===== config.mk =====
export PLATFORM = sky130hd
export DESIGN_NAME = jtag_ir_dr_path
export DESIGN_NICKNAME = d
export VERILOG_FILES = /design/src/rtl/jtag_ir_dr_path.sv
export SDC_FILE = /design/constraint.sdc
export NUM_CORES = 1
export LEC_CHECK = 0
export ABC_AREA = 1
export BUFFER_PORTS_ARGS = -buffer_cell sky130_fd_sc_hd__buf_4
export CAP_MARGIN = 10
export CORE_AREA = 4 4 41 43
export DETAILED_ROUTE_END_ITERATION = 8
export DIE_AREA = 0 0 45 47
export PLACE_DENSITY = 0.65
export SKIP_CTS_REPAIR_TIMING = 1
export SLEW_MARGIN = 25
export SYNTH_ARGS = -nofsm -noshare
export SYNTH_HDL_FRONTEND = slang
export SYNTH_SLANG_ARGS = --single-unit

===== constraint.sdc =====
create_clock -name tck -period 0.9 [get_ports tck]
set_input_delay 0.09 -clock tck [delete_from_list [all_inputs] [get_ports tck]]
set_output_delay 0.09 -clock tck [all_outputs]
set_load 0.02 [all_outputs]

===== src/rtl/jtag_ir_dr_path.sv =====
// JTAG instruction register, decode, BYPASS/IDCODE data registers and registered TDO mux.
// Define JTAG_IDCODE_EN to build the IDCODE DR; otherwise reset selects BYPASS.
module jtag_ir_dr_path #(
  parameter int                  IR_WIDTH   = 4,
  parameter logic [31:0]         IDCODE_VAL = 32'h1002_A0F1,
  parameter logic [IR_WIDTH-1:0] OP_IDCODE  = IR_WIDTH'(1),
  parameter logic [IR_WIDTH-1:0] OP_USER    = IR_WIDTH'(8)
) (
  input  logic                tck,
  input  logic                trst,
  input  logic                reset,
  input  logic                tdi,
  input  logic                captureIR,
  input  logic                shiftIR,
  input  logic                updateIR,
  input  logic                captureDR,
  input  logic                shiftDR,
  input  logic                updateDR,
  input  logic                select,
  input  logic                user_tdo,
  output logic                tdo,
  output logic [IR_WIDTH-1:0] instr,
  output logic                bypass_sel,
  output logic                idcode_sel,
  output logic                user_sel
);

  localparam logic [IR_WIDTH-1:0] OP_BYPASS  = '1;
  localparam logic [IR_WIDTH-1:0] IR_CAPTURE = IR_WIDTH'(2'b01);
`ifdef JTAG_IDCODE_EN
  localparam logic [IR_WIDTH-1:0] RST_INSTR = OP_IDCODE;
`else
  localparam logic [IR_WIDTH-1:0] RST_INSTR = OP_BYPASS;
`endif

  logic [IR_WIDTH-1:0] ir_shift;
  logic                bypass_reg;
  logic                idcode_bit;
  logic                tdo_mux;
  logic                any_reset;

  assign any_reset = !trst || !reset;

  // updateDR only matters to the external USER DR; keep it (and build-dependent parameters) referenced.
  logic unused_ok;
  assign unused_ok = updateDR ^ (^IDCODE_VAL) ^ (^OP_IDCODE);

  always_ff @(posedge tck) begin
    if (any_reset) begin
      ir_shift <= RST_INSTR;
      instr    <= RST_INSTR;
    end else begin
      if (captureIR)
        ir_shift <= IR_CAPTURE;
      else if (shiftIR)
        ir_shift <= {tdi, ir_shift[IR_WIDTH-1:1]};
      if (updateIR)
        instr <= ir_shift;
    end
  end

  always_comb begin
    user_sel = (instr == OP_USER);
`ifdef JTAG_IDCODE_EN
    idcode_sel = (instr == OP_IDCODE) && !user_sel;
`else
    idcode_sel = 1'b0;
`endif
    bypass_sel = !(user_sel || idcode_sel);
  end

  always_ff @(posedge tck) begin
    if (any_reset)
      bypass_reg <= 1'b0;
    else if (bypass_sel) begin
      if (captureDR)
        bypass_reg <= 1'b0;
      else if (shiftDR)
        bypass_reg <= tdi;
    end
  end

`ifdef JTAG_IDCODE_EN
  logic [31:0] idcode_reg;

  // Shifting pushes TDI in from the top; the ID value does not recirculate.
  always_ff @(posedge tck) begin
    if (any_reset)
      idcode_reg <= IDCODE_VAL;
    else if (idcode_sel) begin
      if (captureDR)
        idcode_reg <= IDCODE_VAL;
      else if (shiftDR)
        idcode_reg <= {tdi, idcode_reg[31:1]};
    end
  end

  assign idcode_bit = idcode_reg[0];
`else
  assign idcode_bit = 1'b0;
`endif

  always_comb begin
    tdo_mux = bypass_reg;
    if (select)
      tdo_mux = ir_shift[0];
    else if (user_sel)
      tdo_mux = user_tdo;
    else if (idcode_sel)
      tdo_mux = idcode_bit;
  end

  always_ff @(negedge tck) begin
    if (!trst)
      tdo <= 1'b0;
    else if (shiftIR || shiftDR)
      tdo <= tdo_mux;
  end

endmodule


* Word-level counts from Yosys, hierarchy flattened
Cells that the tools add are included.
** Storage, ports and cells
- Register bits after elaboration :: 10
- Input port bits :: 12
- Output and inout port bits :: 8
- Logic and storage cells :: 22
** Operators by class
- Eq/ne operators :: 1
- Multiplexer cells :: 6
- Bitwise gates (word level) :: 1
- Reductions and logical operators :: 9
** Operators with widths (number)
- $mux 4 :: 2
- $eq 4x4->1 const B :: 1
- $mux 1 :: 4
- $reduce_bool 2->1 :: 2
- $logic_not 1->1 :: 3
- $logic_or 1x1->1 :: 2
- $reduce_and 2->1 :: 1
- $reduce_or 2->1 :: 1
- $not 1->1 :: 1

* Longest topological paths before layout
Gate-level depths: netlist (run 1).
- Depth after elaboration :: 3
- Mapped depth :: 7
- Gate-level depth less buffers :: 7

==> implementation parameters, run 1 <==
Parameter                              Value

Route
  Number of vias after detailed routing ... between 400 and 500
  Avg WL per Cell ... ~9.7 µm
  Number of design-rule violations left by the first detailed-router iteration ... 7
  Wire length after detailed routing ... about 1.0 mm
  Via density per instance ... between 4 and 5
  DRC violation count after routing ... 0
  Number of nets with antenna violations after detailed routing ... 0
  First-pass iteration count of the detailed router ... 4

Synth
  Total standard cell area after synthesis ... 447 µm²
  Count of yosys warnings during synthesis ... 0
  Number of nets in the synthesized netlist ... 75
  Mean area per synthesized cell ... a little over 7 µm²
  Synthesized netlist cell count ... 63
  FF+latch count, synth ... 10
  Post-synthesis cell type count ... 15
  Share of synthesized area occupied by flip-flops and latches ... between 40 and 50%

Power
  Comb pwr share ... 17.5%
  Pwr per Cell Area ... between 1000 and 1500 nW/µm²
  Clock network power share ... around a third
  Sequential share of power ... about 50%
  Leakage Power ... 0.385 nW
  Switch share ... approximately 25%
  Switching Power ... between 200 and 250 µW
  Total power ... ~970 µW
  Worst IR Drop VDD ... a little over 0.0007 V
  Cell-internal power ... 719 µW

CTS
  Clock Latency Late Sink ... 0.31 ns
  Number of clock buffers inserted by TritonCTS ... 3
  Clock tree from TritonCTS ... built
  Max Buffers Root-to-Sink ... 2
  Clk slew on worst S/H paths ... about 0.060 ns
  H-Tree Depth ... 1
  Buffer cell driving the clock tree root ... clkbuf_4
  Number of sinks on the clock net ... 10

Worst setup path
  Crit path buffers/inverters ... 1
  Flop2flop setup slack ... -0.36 ns
  Worst path top cell family by delay ... flip-flops
  Nature of the critical path startpoint ... flip-flop
  Data required time at the worst endpoint ... between 0.8 and 0.9 ns
  Arrival time at the worst endpoint ... roughly 1.2 ns
  Crit Path Class ... flip-flop to output port
  Crit path capture type ... output port
  Cell breakdown of the critical path ... buf_6
  Critical path fanouts, max ... 2
  CP peak stage delay ... 0.33 ns
  Cell with the largest stage delay on the worst path ... dfxtp_2

Final layout
  Area used by sequential logic in the layout ... around 210 µm²
  Count of fill cells added during filler insertion ... 125
  Final standard cell utilization of the core ... 57.9%
  Share of layout cells above drive strength 1 ... a little under half
  Count of antenna diodes in the layout ... 0
  Syn-to-layout area delta ... 68.6%
  Fin nets ... approximately 110
  Final non-filler cell total ... ~110
  Multi-input logic area ... approximately 200 µm²
  Largest registers ranked by flip-flop count ... instr: 4 flops, ir_shift: 4 flops

Flow run
  Number of maximum-capacitance constraint violations ... 0

Placement
  Pre-CTS setup slack ... -0.392 ns
  Weighted congestion reported at the end of routability-driven placement ... about 0.74
  Placed instance count ... 101
  Half-perimeter wire length after detailed placement ... 849 µm
  Count of port buffers added during placement ... 17

Floorplan
  Number of standard-cell rows in the floorplan ... 13
  Die Height ... 47 µm
  Core box area ... 1300 µm²
  Die width ... about 45 µm
  Number of I/O pins ... 20
  Full die area ... ~2100 µm²
  Starting Density ... roughly a third

STA
  Final number of setup-violating endpoints ... 7
  Final Worst Setup Slack ... -0.400 ns
  Worst Clk Skew ... about 0.058 ns
  Final Hold Vio Count ... 0
  Final Max Tran Viols ... 0
  Setup repair after global routing missed its margin ... true

Hold path
  Hold/Removal Path Class ... input pin to flip-flop

Status
  Violated checks ... setup timing
  Status ... complete, but fails checks

Global route
  Antenna violations before repair ... 0
  Remaining Overflow, GRT ... 0
  Maximum number of pins on one net before global-route repair ... 8
  Via count of the first global-routing pass ... 433
  Overall track demand over capacity in global routing ... between 10 and 15%
  Wire length of the first global-routing pass ... between 1.5 and 2 mm
## synthesized netlist by cell type (all sizes together)
master   n  area (µm²)
nor2     5        23.8
nand2   15        58.8
conb     1        3.75
o211ai   1        7.51
o31ai    1        7.51
nand3   12        60.1
inv     10        37.5
a21oi    3        15.0
dfxtp   10         200
o21ai    2        10.0
mux2i    1        10.0
buf      2        12.5
## cell families (layout without fill, tap and decap cells)
| family | after synthesis | count (layout) | share of synthesized area [%] |
|---|---|---|---|
| AOI/OAI and AO/OA | 7 | 7 | 8.96 |
| buffers and inverters | 12 | 42 | 11.2 |
| DFF | 10 | 10 | 44.8 |
| muxes | 1 | 1 | 2.24 |
| other | 1 | 1 | 0.840 |
| and+or+nand+nor | 32 | 32 | 31.9 |
## path summary, 6_finish.rpt
| check | from | endpoint | cells past startpoint |
|---|---|---|---|
| setup / recovery | tdo | tdo | 1 |
| hold / removal | updateIR | instr[3] | 2 |
| setup reg to reg | instr[2] | tdo | 5 |
| hold reg to reg | ir_shift[2] | instr[2] | 2 |
## layout make-up
class,instances,share of cell area (%)
inverters,9,5.15
well taps,15,2.49
clock inverters,2,0.997
clock buffers,3,2.99
flip-flops and latches,10,27.7
multi-input cells,41,27.2
repair buffers,28,33.4
## stage by stage
| step | area, µm² | setup TNS, ns | hold slack [ns] |
|---|---|---|---|
| 6_report | 753 | -1.46 | 0.0623 |
| 3_5_place_dp | 648 | -0.685 | 0.331 |
| 2_1_floorplan | 454 | -0.611 | 0.190 |
| 4_1_cts | 674 | -1.70 | 0.0588 |
| 5_1_grt | 753 | -1.91 | 0.0582 |
| 3_3_place_gp | 648 | -0.593 | 0.335 |
## cells in the final DEF, fill, tap and decap left out, drive strengths merged
cell / n
buf: 28
nand2: 15
nand3: 12
inv: 10
dfxtp: 10
nor2: 5
a21oi: 3
clkbuf: 3
o21ai: 2
o31ai: 1
mux2i: 1
o211ai: 1
conb: 1
clkinv: 1
## layer usage
| metal | wire length, µm | vias to the layer above | track usage [%] |
|---|---|---|---|
| li1 | - | 259 | - |
| met3 | 67 | 0 | 4.60 |
| met4 | 0 | 0 | 5.26 |
| met5 | 0 | - | 0 |
| met2 | 561 | 9 | 17.8 |
| met1 | 417 | 206 | 12.7 |
## power by group through the flow
stage	combinational, mW	clock [mW]	sequential [mW]
after CTS	0.155	0.328	0.475
after detailed placement	0.155	0.0139	0.485
final	0.169	0.317	0.479
after global placement	0.154	0.0139	0.484
after floorplan	0.0653	0.0139	0.495
after global routing	0.188	0.372	0.481
## worst register-to-register path: stages (launching register included)
cell and delay [ns]:
dfxtp_2 0.33, nor2_2 0.13, nand2_2 0.07, nand2_1 0.06
nand3_1 0.06, a21oi_1 0.14
Note: power is estimated with default switching activity, not from simulation.
==> inputs of run 2 (changes only) <==
--- a/config.mk
+++ b/config.mk
@@ -8,9 +8,9 @@
 export ABC_AREA = 1
 export BUFFER_PORTS_ARGS = -buffer_cell sky130_fd_sc_hd__buf_4
 export CAP_MARGIN = 10
-export CORE_AREA = 4 4 41 43
+export CORE_AREA = 2 2 39 41
 export DETAILED_ROUTE_END_ITERATION = 8
-export DIE_AREA = 0 0 45 47
+export DIE_AREA = 0 0 41 43
 export PLACE_DENSITY = 0.65
 export SKIP_CTS_REPAIR_TIMING = 1
 export SLEW_MARGIN = 25
==> run 2 against run 1 <==
The run still ends with setup timing left. Global-route usage up 2.4 points. Core utilization is 2.6 points lower. Final area grew 1.5%. Largest power group unchanged. Highest routed layer is now met4.
==> implementation parameters, run 2 (synthesis gave the netlist of run 1 again) <==
Parameter                              Value

Worst setup path
  Arrival time at the worst endpoint ... 1.21 ns (about the same)
  Worst flop-to-flop path startpoint ... instr[3]
  Crit Path Class ... flip-flop to output port
  Cell with the largest stage delay on the worst path ... dfxtp_2
  Critical path fanouts, max ... 2 (unchanged)
  Number of logic stages on the critical path including buffering ... 1 (unchanged)
  Flop2flop setup slack ... -0.37 ns (about the same)
  Crit path capture type ... output port
  Crit Reg-Reg Endpoint ... tdo
  Depth of the worst register-to-register path ... 6 (+1)
  CP peak stage delay ... 0.33 ns (about the same)
  Nature of the critical path startpoint ... flip-flop
  Crit path buffers/inverters ... 1 (unchanged)
  Worst path top cell family by delay ... flip-flops
  Data required time at the worst endpoint ... 0.81 ns (about the same)
  Cell breakdown of the critical path ... buf_6

Final layout
  Count of fill cells added during filler insertion ... 127 (+1.6%)
  Count of antenna diodes in the layout ... 0 (unchanged)
  Highest-count cells in the layout ignoring fill and taps ... buf_4 (18), nand2_1 (13), nand3_1 (11), buf_6 (10), inv_1 (8)
  Largest registers ranked by flip-flop count ... instr: 4 flops, ir_shift: 4 flops
  Fin nets ... 106 (unchanged)
  Commonest non-fill, non-tap cell in the layout ... buf_4
  Final standard cell utilization of the core ... 55.2% (-2.6 points)
  Area used by sequential logic in the layout ... 209 µm² (unchanged)
  Final non-filler cell total ... 109 (+0.93%)
  Share of layout cells above drive strength 1 ... 48.4% (+3.2 points)
  Multi-input logic area ... 221 µm² (+7.9%)
  Syn-to-layout area delta ... 71.1%

STA
  Final Worst Setup Slack ... -0.403 ns (-0.00224 ns)
  Final number of setup-violating endpoints ... 8 (+1)
  Final Hold Vio Count ... 0 (unchanged)
  Final Max Tran Viols ... 0 (unchanged)
  Setup repair after global routing missed its margin ... true
  Worst Clk Skew ... 0.0555 ns (-0.00251 ns)

CTS
  Buffer cell driving the clock tree root ... clkbuf_4
  Clk slew on worst S/H paths ... 0.06 ns (about the same)
  H-Tree Depth ... 1 (unchanged)
  Clock tree from TritonCTS ... built
  Number of sinks on the clock net ... 10 (unchanged)
  Max Buffers Root-to-Sink ... 2 (unchanged)
  Clock Latency Late Sink ... 0.31 ns (about the same)
  Number of clock buffers inserted by TritonCTS ... 3 (unchanged)

Power
  Leakage Power ... 0.385 nW (about the same)
  Worst IR Drop VDD ... 0.000595 V (-17%)
  Total power ... 992 µW (+2.7%)
  Pwr per Cell Area ... 1300 nW/µm² (+1.2%)

Hold path
  Cell count of the worst hold path ... 2 (unchanged)
  Min-delay src ... updateIR
  End point of the worst hold path ... instr[3]
  Hold/Removal Path Class ... input pin to flip-flop

Floorplan
  Number of I/O pins ... 20 (unchanged)
  Starting Density ... 32.3% (-2.0 points)
  Die width ... 41 µm (-8.9%)
  Number of standard-cell rows in the floorplan ... 14 (+1)
  Die Height ... 43 µm (-8.5%)
  Core box area ... 1380 µm² (+6.3%)
  Full die area ... 1760 µm² (-17%)

Route
  Met1 routed wirelength after detailed routing ... 471 µm (+13%)
  First-pass iteration count of the detailed router ... 4 (unchanged)
  Top metal layer carrying routed signals ... met4
  Via density per instance ... 4.59 (+4.5%)
  Wire length after detailed routing ... 1.08 mm (+2.9%)
  Number of vias after detailed routing ... 500 (+5.5%)
  Met2 wire len ... 512 µm (-8.7%)
  Number of design-rule violations left by the first detailed-router iteration ... 13 (+6)
  Met3 Wirelength ... 77 µm (+15%)
  Number of nets with antenna violations after detailed routing ... 0 (unchanged)
  DRC violation count after routing ... 0 (unchanged)
  Avg WL per Cell ... 9.87 µm (+1.9%)

Placement
  Count of port buffers added during placement ... 17 (unchanged)
  Placed instance count ... 102 (+0.99%)
  Weighted congestion reported at the end of routability-driven placement ... 0.744 (+0.70%)
  Half-perimeter wire length after detailed placement ... 789 µm (-7.1%)

Global route
  Remaining Overflow, GRT ... 0 (unchanged)
  Overall track demand over capacity in global routing ... 13.4% (+2.4 points)
  Via count of the first global-routing pass ... 416 (-3.9%)
  Antenna violations before repair ... 0 (unchanged)
  Maximum number of pins on one net before global-route repair ... 8 (unchanged)
  Wire length of the first global-routing pass ... 1.58 mm (-4.2%)

Status
  Status ... complete, but fails checks
  Violated checks ... setup timing

Flow run
  Number of maximum-capacitance constraint violations ... 0 (unchanged)
==> run 2: area by class of cell <==
| type | instances | area share [%] |
|---|---|---|
| sequential | 10 | 27.3 |
| multi-input combinational | 41 | 29.0 |
| tap | 16 | 2.62 |
| inverter | 9 | 4.75 |
| clock inverter | 1 | 0.491 |
| clock buffer | 4 | 3.44 |
| timing repair buffer | 28 | 32.4 |
==> run 2: routing by layer <==
layer / GRT usage (%) / up-vias
met2: 18.8 / 19
li1: - / 260
met5: 0 / -
met1: 16.7 / 219
met3: 5.24 / 2
met4: 8.00 / 0
==> run 2: metrics by stage <==
| stage | hold WS [ns] | TNS, ns | setup slack (ns) | area, µm² |
|---|---|---|---|---|
| 2_1_floorplan | 0.190 | -0.611 | -0.487 | 454 |
| 3_3_place_gp | 0.337 | -0.582 | -0.356 | 649 |
| 3_5_place_dp | 0.329 | -0.658 | -0.390 | 649 |
| 4_1_cts | 0.0566 | -1.70 | -0.452 | 676 |
| 5_1_grt | 0.0761 | -1.84 | -0.445 | 764 |
| 6_report | 0.0566 | -1.50 | -0.403 | 764 |
==> run 2: worst max path at each step <==
stage	end	slack, ns	startpoint
finish	tdo	-0.40	tdo
floorplan	tdo	-0.49	instr[3]
global route	tdo	-0.44	tdo
global placement	tdo	-0.36	instr[3]
detailed placement	tdo	-0.39	instr[3]
CTS	tdo	-0.45	tdo
==> run 2: where the power goes <==
group	internal (mW)	total, mW	switching [mW]	leakage, nW
registers	0.463	0.480	0.0168	0.0812
clock network	0.177	0.335	0.159	0.0203
logic	0.0941	0.177	0.0826	0.283
==> run 2: worst register-to-register path: cells and delay by family (launching register included) <==
family	cells	cell delay, ns
buf+inv	1	0.04
compound gates	1	0.12
flops	1	0.36
simple gates	4	0.29
==> inputs of run 3 (changes only) <==
--- a/config.mk
+++ b/config.mk
@@ -9,6 +9,7 @@
 export BUFFER_PORTS_ARGS = -buffer_cell sky130_fd_sc_hd__buf_4
 export CAP_MARGIN = 10
 export CORE_AREA = 2 2 39 41
+export CTS_BUF_LIST = sky130_fd_sc_hd__clkbuf_8
 export DETAILED_ROUTE_END_ITERATION = 8
 export DIE_AREA = 0 0 41 43
 export PLACE_DENSITY = 0.65
==> run 3 against run 2 <==
Clock power rose by 42%. Sequential power hardly changed. Combinational power is essentially flat. Sequential share of layout area decreased by 0.65 points. Largest cell class unchanged. Register-to-register slack is essentially flat. Critical path type unchanged. Non-clock buffer count unchanged. Critical endpoint unchanged. Highest routed layer unchanged. The run still ends with setup timing left. Final area is 2.5% higher.
==> implementation parameters, run 3 (synthesis gave the netlist of run 1 again) <==
Parameter                              Value

Power
  Switch share ... 24.2% (-1.9 points)
  Total power ... 1.14 mW (+15%)
  Pwr per Cell Area ... 1450 nW/µm² (+12%)
  Switching Power ... 275 µW (+6.5%)
  Clock network power share ... 42.0% (+8.2 points)
  Worst IR Drop VDD ... 0.000697 V (+17%)
  Cell-internal power ... 862 µW (+17%)
  Leakage Power ... 0.397 nW (+3.1%)
  Sequential share of power ... 42.3% (-6.1 points)
  Comb pwr share ... 15.7% (-2.1 points)

Global route
  Via count of the first global-routing pass ... 422 (+1.4%)
  Maximum number of pins on one net before global-route repair ... 8 (unchanged)
  Met2 layer usage reported by global route ... 18.8% (unchanged)
  Global route hottest layer ... met2
  Remaining Overflow, GRT ... 0 (unchanged)
  Antenna violations before repair ... 0 (unchanged)
  Met3 capacity usage during global routing ... 5.24% (unchanged)
  Overall track demand over capacity in global routing ... 13.4% (unchanged)
  Wire length of the first global-routing pass ... 1.59 mm (+0.44%)
  Met1 global-route usage ... 16.7% (unchanged)

Route
  First-pass iteration count of the detailed router ... 4 (unchanged)
  DRC violation count after routing ... 0 (unchanged)
  Number of nets with antenna violations after detailed routing ... 0 (unchanged)
  Number of design-rule violations left by the first detailed-router iteration ... 8 (-5)
  Avg WL per Cell ... 10.1 µm (+2.7%)
  Via density per instance ... 4.58 (-0.20%)
  Wire length after detailed routing ... 1.11 mm (+2.7%)
  Number of vias after detailed routing ... 499 (-0.20%)

Worst setup path
  Worst path top cell family by delay ... flip-flops
  Nature of the critical path startpoint ... flip-flop
  Data required time at the worst endpoint ... 0.81 ns (about the same)
  Crit path capture type ... output port
  Crit path buffers/inverters ... 1 (unchanged)
  Critical path fanouts, max ... 2 (unchanged)
  CP peak stage delay ... 0.33 ns (about the same)
  Cell with the largest stage delay on the worst path ... dfxtp_2
  Cell breakdown of the critical path ... buf_6
  Arrival time at the worst endpoint ... 1.19 ns (-0.02 ns)
  Crit Path Class ... flip-flop to output port

CTS
  Number of clock buffers inserted by TritonCTS ... 3 (unchanged)
  Number of sinks on the clock net ... 10 (unchanged)
  Clock tree from TritonCTS ... built
  Clk slew on worst S/H paths ... 0.04 ns (-0.02 ns)
  H-Tree Depth ... 1 (unchanged)
  Buffer cell driving the clock tree root ... clkbuf_8
  Clock Latency Late Sink ... 0.29 ns (-0.02 ns)
  Max Buffers Root-to-Sink ... 2 (unchanged)

Placement
  Placed instance count ... 102 (unchanged)
  Placed cell area ... 649 µm² (unchanged)
  Half-perimeter wire length after detailed placement ... 789 µm (unchanged)
  Count of port buffers added during placement ... 17 (unchanged)
  Weighted congestion reported at the end of routability-driven placement ... 0.744 (unchanged)
  Pre-CTS setup slack ... -0.390 ns (unchanged)

Floorplan
  Full die area ... 1760 µm² (unchanged)
  Number of standard-cell rows in the floorplan ... 14 (unchanged)
  Core box area ... 1380 µm² (unchanged)
  Number of I/O pins ... 20 (unchanged)
  Starting Density ... 32.3% (unchanged)
  Die width ... 41 µm (unchanged)
  Die Height ... 43 µm (unchanged)

Status
  Status ... complete, but fails checks
  Violated checks ... setup timing

STA
  Setup repair after global routing missed its margin ... true
  Worst Clk Skew ... 0.0630 ns (+0.00752 ns)
  Final Worst Setup Slack ... -0.381 ns (+0.0218 ns)
  Final number of setup-violating endpoints ... 5 (-3)
  Final Hold Vio Count ... 0 (unchanged)
  Final Max Tran Viols ... 0 (unchanged)

Final layout
  Count of antenna diodes in the layout ... 0 (unchanged)
  Count of fill cells added during filler insertion ... 121 (-4.7%)
  Highest-count cells in the layout ignoring fill and taps ... buf_4 (18), nand2_1 (13), nand3_1 (11), buf_6 (10), inv_1 (9)
  Commonest non-fill, non-tap cell in the layout ... buf_4
  Final non-filler cell total ... 109 (unchanged)
  Cell area after layout ... 783 µm² (+2.5%)
  Share of layout cells above drive strength 1 ... 48.4% (unchanged)
  Fin nets ... 106 (unchanged)
  Area used by sequential logic in the layout ... 209 µm² (unchanged)
  Multi-input logic area ... 221 µm² (unchanged)
  Largest registers ranked by flip-flop count ... instr: 4 flops, ir_shift: 4 flops
  Syn-to-layout area delta ... 75.4%

Flow run
  Number of maximum-capacitance constraint violations ... 0 (unchanged)

Hold path
  Hold/Removal Path Class ... input pin to flip-flop
[run 3: changes by cell type in the layout (fill, tap and decap cells not counted)]
| cell | change |
|---|---|
| clkbuf_8 | +3 |
| inv_1 | +1 |
| clkbuf_1 | -1 |
| clkbuf_4 | -3 |
[run 3: worst paths after layout]
path               startpoint       end  slack (ns)  cells past startpoint
setup / recovery          tdo       tdo       -0.38                      1
hold / removal       updateIR  instr[3]        0.09                      2
setup reg to reg     instr[3]       tdo       -0.36                      6
hold reg to reg   ir_shift[2]  instr[2]        0.49                      2
[run 3: area by class of cell]
class                      count  area share [%]
timing repair buffer          28            31.6
inverter                       9            4.63
tap                           16            2.56
clock inverter                 2           0.958
sequential                    10            26.7
multi-input combinational     41            28.3
clock buffer                   3            5.27
[run 3: metal layers]
layer	wire length [µm]	vias up
met2	533	18
met3	69	2
met1	490	220
li1	-	259
met5	0	-
met4	13	0
[run 3: metrics by stage]
step                TNS [ns]  util, %  hold WS, ns
floorplan             -0.611        -        0.190
CTS                    -1.48     50.2       0.0895
global placement      -0.582     46.9        0.337
global route           -1.58     56.6        0.112
finish                 -1.31     56.6       0.0919
detailed placement    -0.658     46.9        0.329
[run 3: power groups by stage]
stage | clock, mW | combinational (mW) | sequential [mW]
CTS | 0.486 | 0.155 | 0.477
detailed placement | 0.0139 | 0.155 | 0.485
global route | 0.512 | 0.197 | 0.484
global placement | 0.0139 | 0.153 | 0.484
floorplan | 0.0139 | 0.0653 | 0.495
finish | 0.477 | 0.178 | 0.481
